`config.mk`:
```
export PLATFORM = sky130hd
export DESIGN_NAME = sram_mbist
export DESIGN_NICKNAME = d
export VERILOG_FILES = /design/src/rtl/sram_mbist_pkg.sv /design/src/rtl/sram_mbist_addr_gen.sv /design/src/rtl/sram_mbist.sv
export SDC_FILE = /design/constraint.sdc
export NUM_CORES = 1
export LEC_CHECK = 0
export ABC_AREA = 1
export BUFFER_PORTS_ARGS = -buffer_cell sky130_fd_sc_hd__buf_2
export CORE_MARGIN = 2
export CORE_UTILIZATION = 50
export DETAILED_ROUTE_END_ITERATION = 6
export PLACE_DENSITY = 0.87
export RECOVER_POWER = 100
export SLEW_MARGIN = 20
export SYNTH_ARGS = -nofsm -noshare
export SYNTH_HDL_FRONTEND = slang
export SYNTH_HIERARCHICAL = 1
export SYNTH_SLANG_ARGS = --single-unit
```
`constraint.sdc`:
```
create_clock -name clk -period 3.55 [get_ports clk]
set_clock_uncertainty 0.15 [all_clocks]
set_input_delay 0.5325 -clock clk [delete_from_list [all_inputs] [get_ports clk]]
set_output_delay 0.5325 -clock clk [all_outputs]
set_load 0.1 [all_outputs]
```
`src/rtl/sram_mbist_pkg.sv`:
```
// Shared types for the March C- BIST: FSM state encoding and the per-element descriptor table.
package sram_mbist_pkg;

    localparam int NUM_ELEM = 6;

    typedef enum logic [3:0] {
        S_IDLE, S_M0, S_M1, S_M2, S_M3, S_M4, S_M5, S_DRAIN, S_DONE
    } state_e;

    typedef struct packed {
        logic down;
        logic rd_val;
        logic wr_val;
        logic has_rd;
        logic has_wr;
    } elem_t;

    // Fields: down, rd_val, wr_val, has_rd, has_wr
    localparam elem_t ELEM_TBL [0:NUM_ELEM-1] = '{
        '{1'b0, 1'b0, 1'b0, 1'b0, 1'b1},   // M0 up(w0)
        '{1'b0, 1'b0, 1'b1, 1'b1, 1'b1},   // M1 up(r0,w1)
        '{1'b0, 1'b1, 1'b0, 1'b1, 1'b1},   // M2 up(r1,w0)
        '{1'b1, 1'b0, 1'b1, 1'b1, 1'b1},   // M3 down(r0,w1)
        '{1'b1, 1'b1, 1'b0, 1'b1, 1'b1},   // M4 down(r1,w0)
        '{1'b0, 1'b0, 1'b0, 1'b1, 1'b0}    // M5 up(r0)
    };

    function automatic logic [2:0] elem_idx(input state_e s);
        case (s)
            S_M1:    return 3'd1;
            S_M2:    return 3'd2;
            S_M3:    return 3'd3;
            S_M4:    return 3'd4;
            S_M5:    return 3'd5;
            default: return 3'd0;
        endcase
    endfunction

    function automatic logic in_march(input state_e s);
        return (s inside {S_M0, S_M1, S_M2, S_M3, S_M4, S_M5});
    endfunction

endpackage

```
`src/rtl/sram_mbist_addr_gen.sv`:
```
// Loadable up/down address counter; direction is latched on load, tc_o flags the last address.
module sram_mbist_addr_gen
    import sram_mbist_pkg::*;
#(
    parameter int              ADDR_W = 10,
    parameter logic [ADDR_W-1:0] LAST = '1
) (
    input  logic              clk,
    input  logic              rst_n,
    input  logic              load_i,
    input  logic              down_i,
    input  logic              en_i,
    output logic [ADDR_W-1:0] addr_o,
    output logic              tc_o
);
    logic [ADDR_W-1:0] cnt_q;
    logic              dir_q;

    always_ff @(posedge clk or negedge rst_n) begin
        if (!rst_n) begin
            cnt_q <= '0;
            dir_q <= 1'b0;
        end else if (load_i) begin
            dir_q <= down_i;
            cnt_q <= down_i ? LAST : '0;
        end else if (en_i) begin
            cnt_q <= dir_q ? cnt_q - ADDR_W'(1) : cnt_q + ADDR_W'(1);
        end
    end

    assign addr_o = cnt_q;
    assign tc_o   = dir_q ? (cnt_q == '0) : (cnt_q == LAST);

endmodule

```
`src/rtl/sram_mbist.sv`:
```
// March C- BIST initiator for one sram1024x18 port.
// Define SRAM_MBIST_FAIL_LOG_EN to build the first-fail capture registers behind fail_*.
module sram_mbist
    import sram_mbist_pkg::*;
#(
    parameter int ADDR_W   = 10,
    parameter int DATA_W   = 18,
    parameter int DEPTH    = 1024,
    parameter int ERRCNT_W = 8
) (
    input  logic                clk,
    input  logic                rst_n,
    input  logic                start,
    output logic                busy,
    output logic                done,
    output logic                pass,
    output logic [ERRCNT_W-1:0] err_cnt,
    output logic                cen,
    output logic                wen,
    output logic [ADDR_W-1:0]   addr,
    output logic [DATA_W-1:0]   wmsk,
    output logic [DATA_W-1:0]   wdata,
    input  logic [DATA_W-1:0]   rdata,
    output logic [ADDR_W-1:0]   fail_addr,
    output logic [DATA_W-1:0]   fail_exp,
    output logic [DATA_W-1:0]   fail_act,
    output logic [2:0]          fail_elem
);
    localparam logic [2:0] LAST_ELEM = 3'(NUM_ELEM - 1);

    state_e              state_q;
    logic                phase_q, drain_q, cen_q, wen_q, busy_q, done_q, pass_q;
    logic [DATA_W-1:0]   wdata_q;
    logic [ERRCNT_W-1:0] err_cnt_q, err_cnt_d;
    logic [2:0]          cur_idx, nxt_idx;
    logic                start_acc, last_op, cnt_load, cnt_en, cnt_down, cnt_tc;
    logic                op_go, op_wr, op_val, miscmp;
    logic [ADDR_W-1:0]   addr_w;
    logic                vld_p0_q, vld_p1_q;
    logic [DATA_W-1:0]   exp_p0_q, exp_p1_q, rdata_p1_q;

    function automatic logic [ERRCNT_W-1:0] sat_inc(input logic [ERRCNT_W-1:0] v);
        return (&v) ? v : v + ERRCNT_W'(1);
    endfunction

    // state_q/addr describe the op on the pins now; op_* describe the one issued at the next edge
    always_comb begin
        cur_idx   = elem_idx(state_q);
        nxt_idx   = (cur_idx == LAST_ELEM) ? cur_idx : cur_idx + 3'd1;
        start_acc = start && (state_q == S_IDLE || state_q == S_DONE);
        last_op   = in_march(state_q) &&
                    !(ELEM_TBL[cur_idx].has_rd && ELEM_TBL[cur_idx].has_wr && !phase_q);
        cnt_load  = start_acc || (last_op && cnt_tc && cur_idx != LAST_ELEM);
        cnt_en    = last_op && !cnt_tc;
        cnt_down  = start_acc ? ELEM_TBL[0].down : ELEM_TBL[nxt_idx].down;
        op_go     = 1'b0;
        op_wr     = 1'b0;
        op_val    = 1'b0;
        if (start_acc) begin
            op_go  = 1'b1;
            op_wr  = !ELEM_TBL[0].has_rd;
            op_val = ELEM_TBL[0].wr_val;
        end else if (in_march(state_q)) begin
            if (!last_op) begin
                op_go  = 1'b1;
                op_wr  = 1'b1;
                op_val = ELEM_TBL[cur_idx].wr_val;
            end else if (!cnt_tc) begin
                op_go  = 1'b1;
                op_wr  = !ELEM_TBL[cur_idx].has_rd;
                op_val = ELEM_TBL[cur_idx].wr_val;
            end else if (cur_idx != LAST_ELEM) begin
                op_go  = 1'b1;
                op_wr  = !ELEM_TBL[nxt_idx].has_rd;
                op_val = ELEM_TBL[nxt_idx].wr_val;
            end
        end
        miscmp    = vld_p1_q && (rdata_p1_q != exp_p1_q);
        err_cnt_d = err_cnt_q;
        if (start_acc) begin
            err_cnt_d = '0;
        end else if (miscmp) begin
            err_cnt_d = sat_inc(err_cnt_q);
        end
    end

    sram_mbist_addr_gen #(
        .ADDR_W (ADDR_W),
        .LAST   (ADDR_W'(DEPTH - 1))
    ) u_addr_gen (
        .clk    (clk),
        .rst_n  (rst_n),
        .load_i (cnt_load),
        .down_i (cnt_down),
        .en_i   (cnt_en),
        .addr_o (addr_w),
        .tc_o   (cnt_tc)
    );

    always_ff @(posedge clk or negedge rst_n) begin
        if (!rst_n) begin
            state_q <= S_IDLE;
            phase_q <= 1'b0;
            drain_q <= 1'b0;
            cen_q   <= 1'b1;
            wen_q   <= 1'b1;
            wdata_q <= '0;
            busy_q  <= 1'b0;
            done_q  <= 1'b0;
            pass_q  <= 1'b0;
        end else begin
            cen_q <= !op_go;
            wen_q <= !(op_go && op_wr);
            if (op_go && op_wr) begin
                wdata_q <= {DATA_W{op_val}};
            end
            case (state_q)
                S_IDLE, S_DONE: begin
                    if (start) begin
                        state_q <= S_M0;
                        phase_q <= 1'b0;
                        busy_q  <= 1'b1;
                        done_q  <= 1'b0;
                        pass_q  <= 1'b0;
                    end
                end
                S_M0, S_M1, S_M2, S_M3, S_M4, S_M5: begin
                    if (ELEM_TBL[cur_idx].has_rd && ELEM_TBL[cur_idx].has_wr) begin
                        phase_q <= !phase_q;
                    end
                    if (last_op && cnt_tc) begin
                        state_q <= (cur_idx == LAST_ELEM) ? S_DRAIN : state_e'(state_q + 4'd1);
                        drain_q <= 1'b0;
                    end
                end
                // The last read's compare lands together with the DONE transition
                S_DRAIN: begin
                    if (drain_q) begin
                        state_q <= S_DONE;
                        busy_q  <= 1'b0;
                        done_q  <= 1'b1;
                        pass_q  <= (err_cnt_d == '0);
                    end else begin
                        drain_q <= 1'b1;
                    end
                end
                default: state_q <= S_IDLE;
            endcase
        end
    end

    // Compare pipeline: p0 = SRAM latches the read, p1 = rdata captured, then error update
    always_ff @(posedge clk or negedge rst_n) begin
        if (!rst_n) begin
            vld_p0_q  <= 1'b0;
            vld_p1_q  <= 1'b0;
            err_cnt_q <= '0;
        end else begin
            vld_p0_q  <= !cen_q && wen_q;
            vld_p1_q  <= vld_p0_q;
            err_cnt_q <= err_cnt_d;
        end
    end

    always_ff @(posedge clk) begin
        exp_p0_q   <= {DATA_W{ELEM_TBL[cur_idx].rd_val}};
        exp_p1_q   <= exp_p0_q;
        rdata_p1_q <= rdata;
    end

`ifdef SRAM_MBIST_FAIL_LOG_EN
    logic [ADDR_W-1:0] addr_p0_q, addr_p1_q, fail_addr_q;
    logic [2:0]        elem_p0_q, elem_p1_q, fail_elem_q;
    logic [DATA_W-1:0] fail_exp_q, fail_act_q;

    always_ff @(posedge clk) begin
        addr_p0_q <= addr_w;
        elem_p0_q <= cur_idx;
        addr_p1_q <= addr_p0_q;
        elem_p1_q <= elem_p0_q;
    end

    // err_cnt never returns to zero within a run, so zero marks "no fail captured yet"
    always_ff @(posedge clk or negedge rst_n) begin
        if (!rst_n) begin
            fail_addr_q <= '0;
            fail_exp_q  <= '0;
            fail_act_q  <= '0;
            fail_elem_q <= '0;
        end else if (start_acc) begin
            fail_addr_q <= '0;
            fail_exp_q  <= '0;
            fail_act_q  <= '0;
            fail_elem_q <= '0;
        end else if (miscmp && err_cnt_q == '0) begin
            fail_addr_q <= addr_p1_q;
            fail_exp_q  <= exp_p1_q;
            fail_act_q  <= rdata_p1_q;
            fail_elem_q <= elem_p1_q;
        end
    end

    assign fail_addr = fail_addr_q;
    assign fail_exp  = fail_exp_q;
    assign fail_act  = fail_act_q;
    assign fail_elem = fail_elem_q;
`else
    assign fail_addr = '0;
    assign fail_exp  = '0;
    assign fail_act  = '0;
    assign fail_elem = '0;
`endif

    assign busy    = busy_q;
    assign done    = done_q;
    assign pass    = pass_q;
    assign err_cnt = err_cnt_q;
    assign cen     = cen_q;
    assign wen     = wen_q;
    assign addr    = addr_w;
    assign wmsk    = '0;
    assign wdata   = wdata_q;

endmodule

```
### Word-level counts from Yosys, hierarchy flattened

Memory sizes are Yosys's and may differ from the RTL's.
Index checks and enable logic that the tools add are counted.

* flip-flop bits (word level): 53
* ROM bits: 80
* input bits: 21
* output and inout port bits: 108
* logic and storage cells: 126
* memories: 2

* $add $sub $neg: 5
* magnitude comparators: 2
* equality and inequality tests: 16
* mux-type cells: 47
* bitwise gates (word level): 2
* reductions and logical operators: 35

Memory list
* (name not given): depth 8, width 5, read ports 1, clocked after Yosys merged registers in 0, wr ports 0, RTL line sram_mbist.sv:75 `op_val = ELEM_TBL[nxt_idx].wr_val;`
* (name not given): depth 8, width 5, read ports 1, clocked after Yosys merged registers in 0, wr ports 0, RTL line sram_mbist.sv:166 `exp_p0_q <= {DATA_W{ELEM_TBL[cur_idx].rd_val}};`

Operators by type and width (number)
* 10-bit two-way mux: 4
* 1-bit two-way mux: 24
* 4-bit two-way mux: 6
* 8-bit two-way mux: 3
* 18-bit != test: 1
* 4-bit by 3-bit == test with 1-bit output (second input constant): 4
* 3-bit one-hot mux with 5 select lines: 1
* 4-bit one-hot mux with 3 select lines: 1
* 10-bit by 1-bit adder with 10-bit output (second input constant): 1
* 10-bit == test (second input constant): 1
* 1-bit logical AND: 10
* 10-bit zero test: 1
* 5-bit two-way mux: 2
* 1-bit one-hot mux with 2 select lines: 5
* 10-bit by 1-bit subtractor with 10-bit output (second input constant): 1
* 3-bit AND reduction: 3
* 8-bit by 1-bit adder with 8-bit output (second input constant): 1
* 4-bit by 2-bit == test with 1-bit output (second input constant): 2
* 4-bit greater-or-equal comparator (second input constant): 2
* 1-bit zero test: 8
* 8-bit zero test: 1
* 2-bit != test (second input constant): 4
* 3-bit NOT with 4-bit output: 2
* 8-bit AND reduction: 1
* 14 further kinds: 18

### Depth between registers and ports, before layout

* depth in word-level cells: 16
* mapped depth: 15
* mapped depth without buffers: 15

### Hierarchy

Netlist, hierarchy kept.

By module, submodules not included
* sram_mbist: instances 1, cells each 348, area each 2667.6 um^2
* sram_mbist_addr_gen: instances 1, cells each 125, area each 915.9 um^2

### Least setup slack after synthesis

No wires, ideal clock.

* path type: reg2reg
* from: reg u_addr_gen.cnt_q[9] (netlist: u_addr_gen/addr_o[9])
* to: reg u_addr_gen.cnt_q[1] (netlist: u_addr_gen/addr_o[1])
* arrival: 2686 ps
* slack: 588 ps
* stages on the path, launching flop included: 9
* buffers on the path: 0
* period minus slack after synthesis: 2962 ps
* cells stage by stage: dfrtp_1 > inv_1 > nor2_1 > nand3_1 > o31ai_1 > nand2_1 > o21ai_0 > nor2_1 > a221o_1

* word-level cells in the longest chain between the ends: 6
* elaborated cells on any way between the ends: 10
* classes of those cells: eq/ne (1); mux (2); reduce/logical (7)

Ends and longest elaborated chain
* start, declared: RTL line sram_mbist_addr_gen.sv:16 `logic [ADDR_W-1:0] cnt_q;`
* start signal, assigned: RTL line sram_mbist_addr_gen.sv:25 `cnt_q <= down_i ? LAST : '0;`
* start signal, assigned: RTL line sram_mbist_addr_gen.sv:27 `cnt_q <= dir_q ? cnt_q - ADDR_W'(1) : cnt_q + ADDR_W'(1);`
* 10-bit == test or 10-bit zero test (tied branches): RTL line sram_mbist_addr_gen.sv:32 `assign tc_o = dir_q ? (cnt_q == '0) : (cnt_q == LAST);`
* 1-bit two-way mux *: RTL line sram_mbist_addr_gen.sv:32
* via cnt_tc: RTL line sram_mbist.sv:36 `logic start_acc, last_op, cnt_load, cnt_en, cnt_down, cnt_tc;`
* 1-bit logical AND * (2 in series): RTL line sram_mbist.sv:53 `cnt_load = start_acc || (last_op && cnt_tc && cur_idx != LAST_ELEM);`
* 1-bit logical OR *: RTL line sram_mbist.sv:53
* via cnt_load: RTL line sram_mbist.sv:36
* 10-bit two-way mux or 2-bit nonzero test (tied branches)

Mark *: on every way through the listed nets, which the timed path passes. The rest lies on a longest branch.
A chain may end at the register's enable or synchronous reset.

### Worst setup path in the final report

* from: reg state_q[0]
* to: reg u_addr_gen.cnt_q[1] (netlist: u_addr_gen/addr_o[1])

* word-level cells in the longest chain between the ends: 14
* elaborated cells on any way between the ends: 36
* classes of those cells: add/sub (1); eq/ne (9); mux (9); bitwise (2); reduce/logical (13); memory (2)

Ends and longest elaborated chain
* start, declared: RTL line sram_mbist.sv:31 `state_e state_q;`
* start signal, assigned: RTL line sram_mbist.sv:132 `state_q <= (cur_idx == LAST_ELEM) ? S_DRAIN : state_e'(state_q + 4'd1);`
* 4-bit by 3-bit == test with 1-bit output or 4-bit by 2-bit == test with 1-bit output (tied branches): RTL line sram_mbist_pkg.sv:29, sram_mbist_pkg.sv:40
* 3-bit one-hot mux with 5 select lines: RTL line sram_mbist_pkg.sv:29 `case (s)`
* 3-bit NOT with 4-bit output (implied by the code): RTL line sram_mbist.sv:52 `!(ELEM_TBL[cur_idx].has_rd && ELEM_TBL[cur_idx].has_wr && !phase_q);`
* memory read 8 x 5 bit
* 4-bit two-way mux (2 in series)
* 1-bit logical AND
* 1-bit logical AND: RTL line sram_mbist.sv:52
* 1-bit zero test: RTL line sram_mbist.sv:52
* 1-bit logical AND: RTL line sram_mbist.sv:51 `last_op = in_march(state_q) &&`
* 1-bit logical AND (2 in series): RTL line sram_mbist.sv:53
* 1-bit logical OR *: RTL line sram_mbist.sv:53
* via cnt_load: RTL line sram_mbist.sv:36
* 10-bit two-way mux or 2-bit nonzero test (tied branches)

Mark *: on every way through the listed nets, which the timed path passes. The rest lies on a longest branch. The select of a mux whose other input is x is not followed.

==> summary.md <==
The wire length of the first global-routing pass is 10300 um. The checks that failed: capacitance limit, slew limit. The largest fanout on the critical path works out to 8. The logs give 1720 um^2 for the area of the multi-input gates and 2 for the H-tree depth reported by CTS. The total overflow left after global routing is 0.

From synthesis to final layout, the design area changed by 1.50%. Buffers inserted to repair hold after CTS numbered 0. At the pin with the least slew margin, the transition time is 1.77 ns.

TritonCTS built the clock tree. In the final design database the tool counted 556 nets. The synthesized cell area was 3580 um^2. Summed over all instances, the cell type with the most area after synthesis is sky130_fd_sc_hd__dfrtp_1. The run finished, with violations left.

The total of fill cells in the finished design was 695. In the synthesized netlist the dominant register cell turns out to be sky130_fd_sc_hd__dfrtp_1. In the final routed layout, each cell accounts on average for 10.8 um.

The average cell area after synthesis is 7.58 um^2, and the detailed placer's ending HPWL is 5210 um. The DRC violation count after routing is 0. Latest clock arrival within the worst-skew pair: 0.30 ns.

For the number of placement rows, the log shows 30. The post-route standard cell area excluding fillers is 3640 um^2, and the footprint of the flip-flops and latches is 1230 um^2. Summed over all failing endpoints, the final setup total negative slack is 0 ns. The total number of clock tree sinks is 53. Setup violations remaining at the end of the flow were counted as 0. In this run, distinct cell masters in the synthesized netlist total 41. For this run, the top clock speed supported by timing is 0.331 GHz. The count of max-cap constraint violations is 1. Yosys instantiated no cell more often than sky130_fd_sc_hd__nand2_1.

By area the synthesized netlist is led by sky130_fd_sc_hd__dfrtp_1 (22%), sky130_fd_sc_hd__buf_4 (18%), sky130_fd_sc_hd__dfxtp_1 (11%). The core region is 6870 um^2. For this run, the number of Yosys warnings is 6. The number of antenna violations at the first check in global routing was 0. The number of antenna diodes in the final layout is 0. By count the netlist is led by sky130_fd_sc_hd__nand2_1 (93), sky130_fd_sc_hd__buf_4 (84), sky130_fd_sc_hd__inv_1 (51). After clock tree synthesis, the clock-pin slew on the worst setup and hold paths is 0.09 ns. The kind of launch point of the worst setup path is a flop. The tools report the placer's final routability congestion estimate as 0.902.

The worst setup path is captured at a flop. The run gives 7860 um^2 as the total die area. The tree is rooted in a sky130_fd_sc_hd__clkbuf_8. In this run the static leakage power is 1.93 nW. The die is 88.7 um tall. During I/O placement, the number of pins put on the boundary was 129. The hold violation total from the final report was 0; the setup fix buffers added after clock tree synthesis was 0. The synthesized design contains 53 register bits. The ratio of total power to cell area came out at 748 nW/um^2. The synthesized design contains 0 enable-type register cells. For the initial standard-cell utilization of the core, the log shows 52.2%. Share of synthesized area occupied by flip-flops and latches: 34.3%. The overall fraction of global-route tracks in use is 16.7%, and the pin count of the biggest net entering global routing is 34.

The top cell type by area accounts for 21.6% of the synthesized area. Setup slack on the critical path of the routed design comes to 0.531 ns. The worst hold path class was input port to flop. At the worst endpoint, the required time is 3.59 ns. In the synthesized netlist, the number of instances is 473.

The tools report the post-cts sizing count as 0. The worst pin sits at a relative slew slack of -18.2%. The pre-antenna-repair detailed-routing pass consisted of 4 iterations. After synthesis, the share of flip-flops with an asynchronous set or reset is 62.3%.

The start-to-end type of the worst setup path was flop to flop. The number of DRC markers in iteration 0 came out at 134. The max-slew violation count was 34; the count of vias placed by the detailed router was 2804.

The logs give 458 uV for the highest ir drop seen on vdd and 2443 for the via count of the first global-routing pass. Measured along the x axis, the die boundary spans 88.7 um. The proportion of layout cells with a drive suffix above 1 came out at 10.5%. Setup repair after global routing left no endpoint under its margin.

The remaining antenna violation count after routing is 0. Dividing the final minimum period by the clock period gives 85.0%. Summing all placed instances gives a cell area of 3620 um^2.

Dividing the detail-routed via count by the number of cells gives 4.54. Data arrives at the worst endpoint at 3.06 ns. Counting the buffers created by CTS gives 5.

The run gives 0.680 ns as the setup slack after placement. The final critical path time including I/O delays and setup is 3.02 ns, and the count of input and output buffers is 61. The maximum count of clock buffers along a single path is 2, and the wire length reported by the detailed router is 6660 um.
area by class of cell:
type | instances | area share [%]
multi-input combinational | 344 | 47.4
sequential | 53 | 33.8
timing repair buffer | 61 | 6.95
inverter | 56 | 5.78
tap | 96 | 3.30
clock buffer | 7 | 2.65
clock inverter | 1 | 0.138
power by group:
group | internal (mW) | switching [mW]
clock network | 0.176 | 0.185
logic | 0.256 | 1.25
registers | 0.714 | 0.138
total | 1.15 | 1.57
cells by family after synthesis:
group           after synthesis  share of synthesized area [%]
compound gates               50                           8.07
xor+xnor                      6                           1.47
fa+ha+maj                    14                           5.10
buf+inv                     142                           23.7
flops                        53                           34.3
other cells                   1                          0.105
simple gates                207                           27.3
through the flow:
stage	util (%)	total power, mW	hold WS [ns]	std cells
after floorplan	-	2.24	0.0869	539
after global placement	52.7	2.38	0.168	610
after detailed placement	52.7	2.41	0.166	610
after CTS	54.2	2.77	0.151	618
after global routing	53.0	2.90	0.153	618
final	53.0	2.72	0.175	618
worst max-delay path: stages (launching register included):
cell                      delay, ns
sky130_fd_sc_hd__dfrtp_1       0.44
sky130_fd_sc_hd__inv_1         0.14
sky130_fd_sc_hd__ha_1          0.18
sky130_fd_sc_hd__nor2_1        0.07
sky130_fd_sc_hd__nor3_4        0.23
sky130_fd_sc_hd__nor2_4        0.07
sky130_fd_sc_hd__nand3_1       0.27
sky130_fd_sc_hd__o21ai_4       0.11
sky130_fd_sc_hd__inv_1         0.07
sky130_fd_sc_hd__nand2_1       0.06
sky130_fd_sc_hd__o21ai_0       0.54
sky130_fd_sc_hd__nor2_1        0.25
sky130_fd_sc_hd__a221o_1       0.34
cell usage in the layout, fill, tap and decap left out, drive strengths merged:
cell type / n
dfrtp: 31
clkinv: 2
xor2: 4
nand4: 7
nand2: 104
clkbuf: 49
o21a: 1
dfstp: 2
fa: 1
buf: 19
o21ai: 25
nand3: 36
conb: 67
a21o: 1
a31oi: 1
dfxtp: 20
o31ai: 1
nor3b: 1
a221o: 1
a21oi: 19
or2: 1
ha: 13
xnor2: 2
nor3: 7
a211oi: 1
nor4: 1
inv: 55
nor2: 46
nand3b: 4
final timing paths:
check	startpoint	end	slack, ns	cells past startpoint
min reg2reg	exp_p0_q[0]	exp_p1_q[0]	0.18	0
min	rdata[1]	rdata_p1_q[1]	0.18	1
max	state_q[0]	u_addr_gen/addr_o[1]	0.53	12
max reg2reg	state_q[0]	u_addr_gen/addr_o[1]	0.53	12
min in group asynchronous	rst_n	err_cnt[7]	0.53	1
max in group asynchronous	rst_n	wdata[0]	1.69	1
registers in the layout (all words and copies together) (netlist names):
signal and cells:
err_cnt 8, drain_q 1, wdata 1, rdata_p1_q 18
busy 1, done 1, exp_p0_q 1, exp_p1_q 1
cen 1, phase_q 1, u_addr_gen/dir_q 1, u_addr_gen/addr_o 10
wen 1, pass 1, vld_p1_q 1, vld_p0_q 1
state_q 4
layer usage:
layer | part of all wire [%] | vias to the layer above | GRT usage (%) | wire, um
met1 | 42 | 1265 | 19.5 | 2800
met2 | 52 | 83 | 29.9 | 3440
met4 | 1.7 | 0 | 6.61 | 114
met3 | 4.7 | 11 | 3.26 | 311
met5 | 0 | - | 0 | 0
li1 | - | 1445 | - | -
No activity file was read; power rests on OpenSTA's default activity.
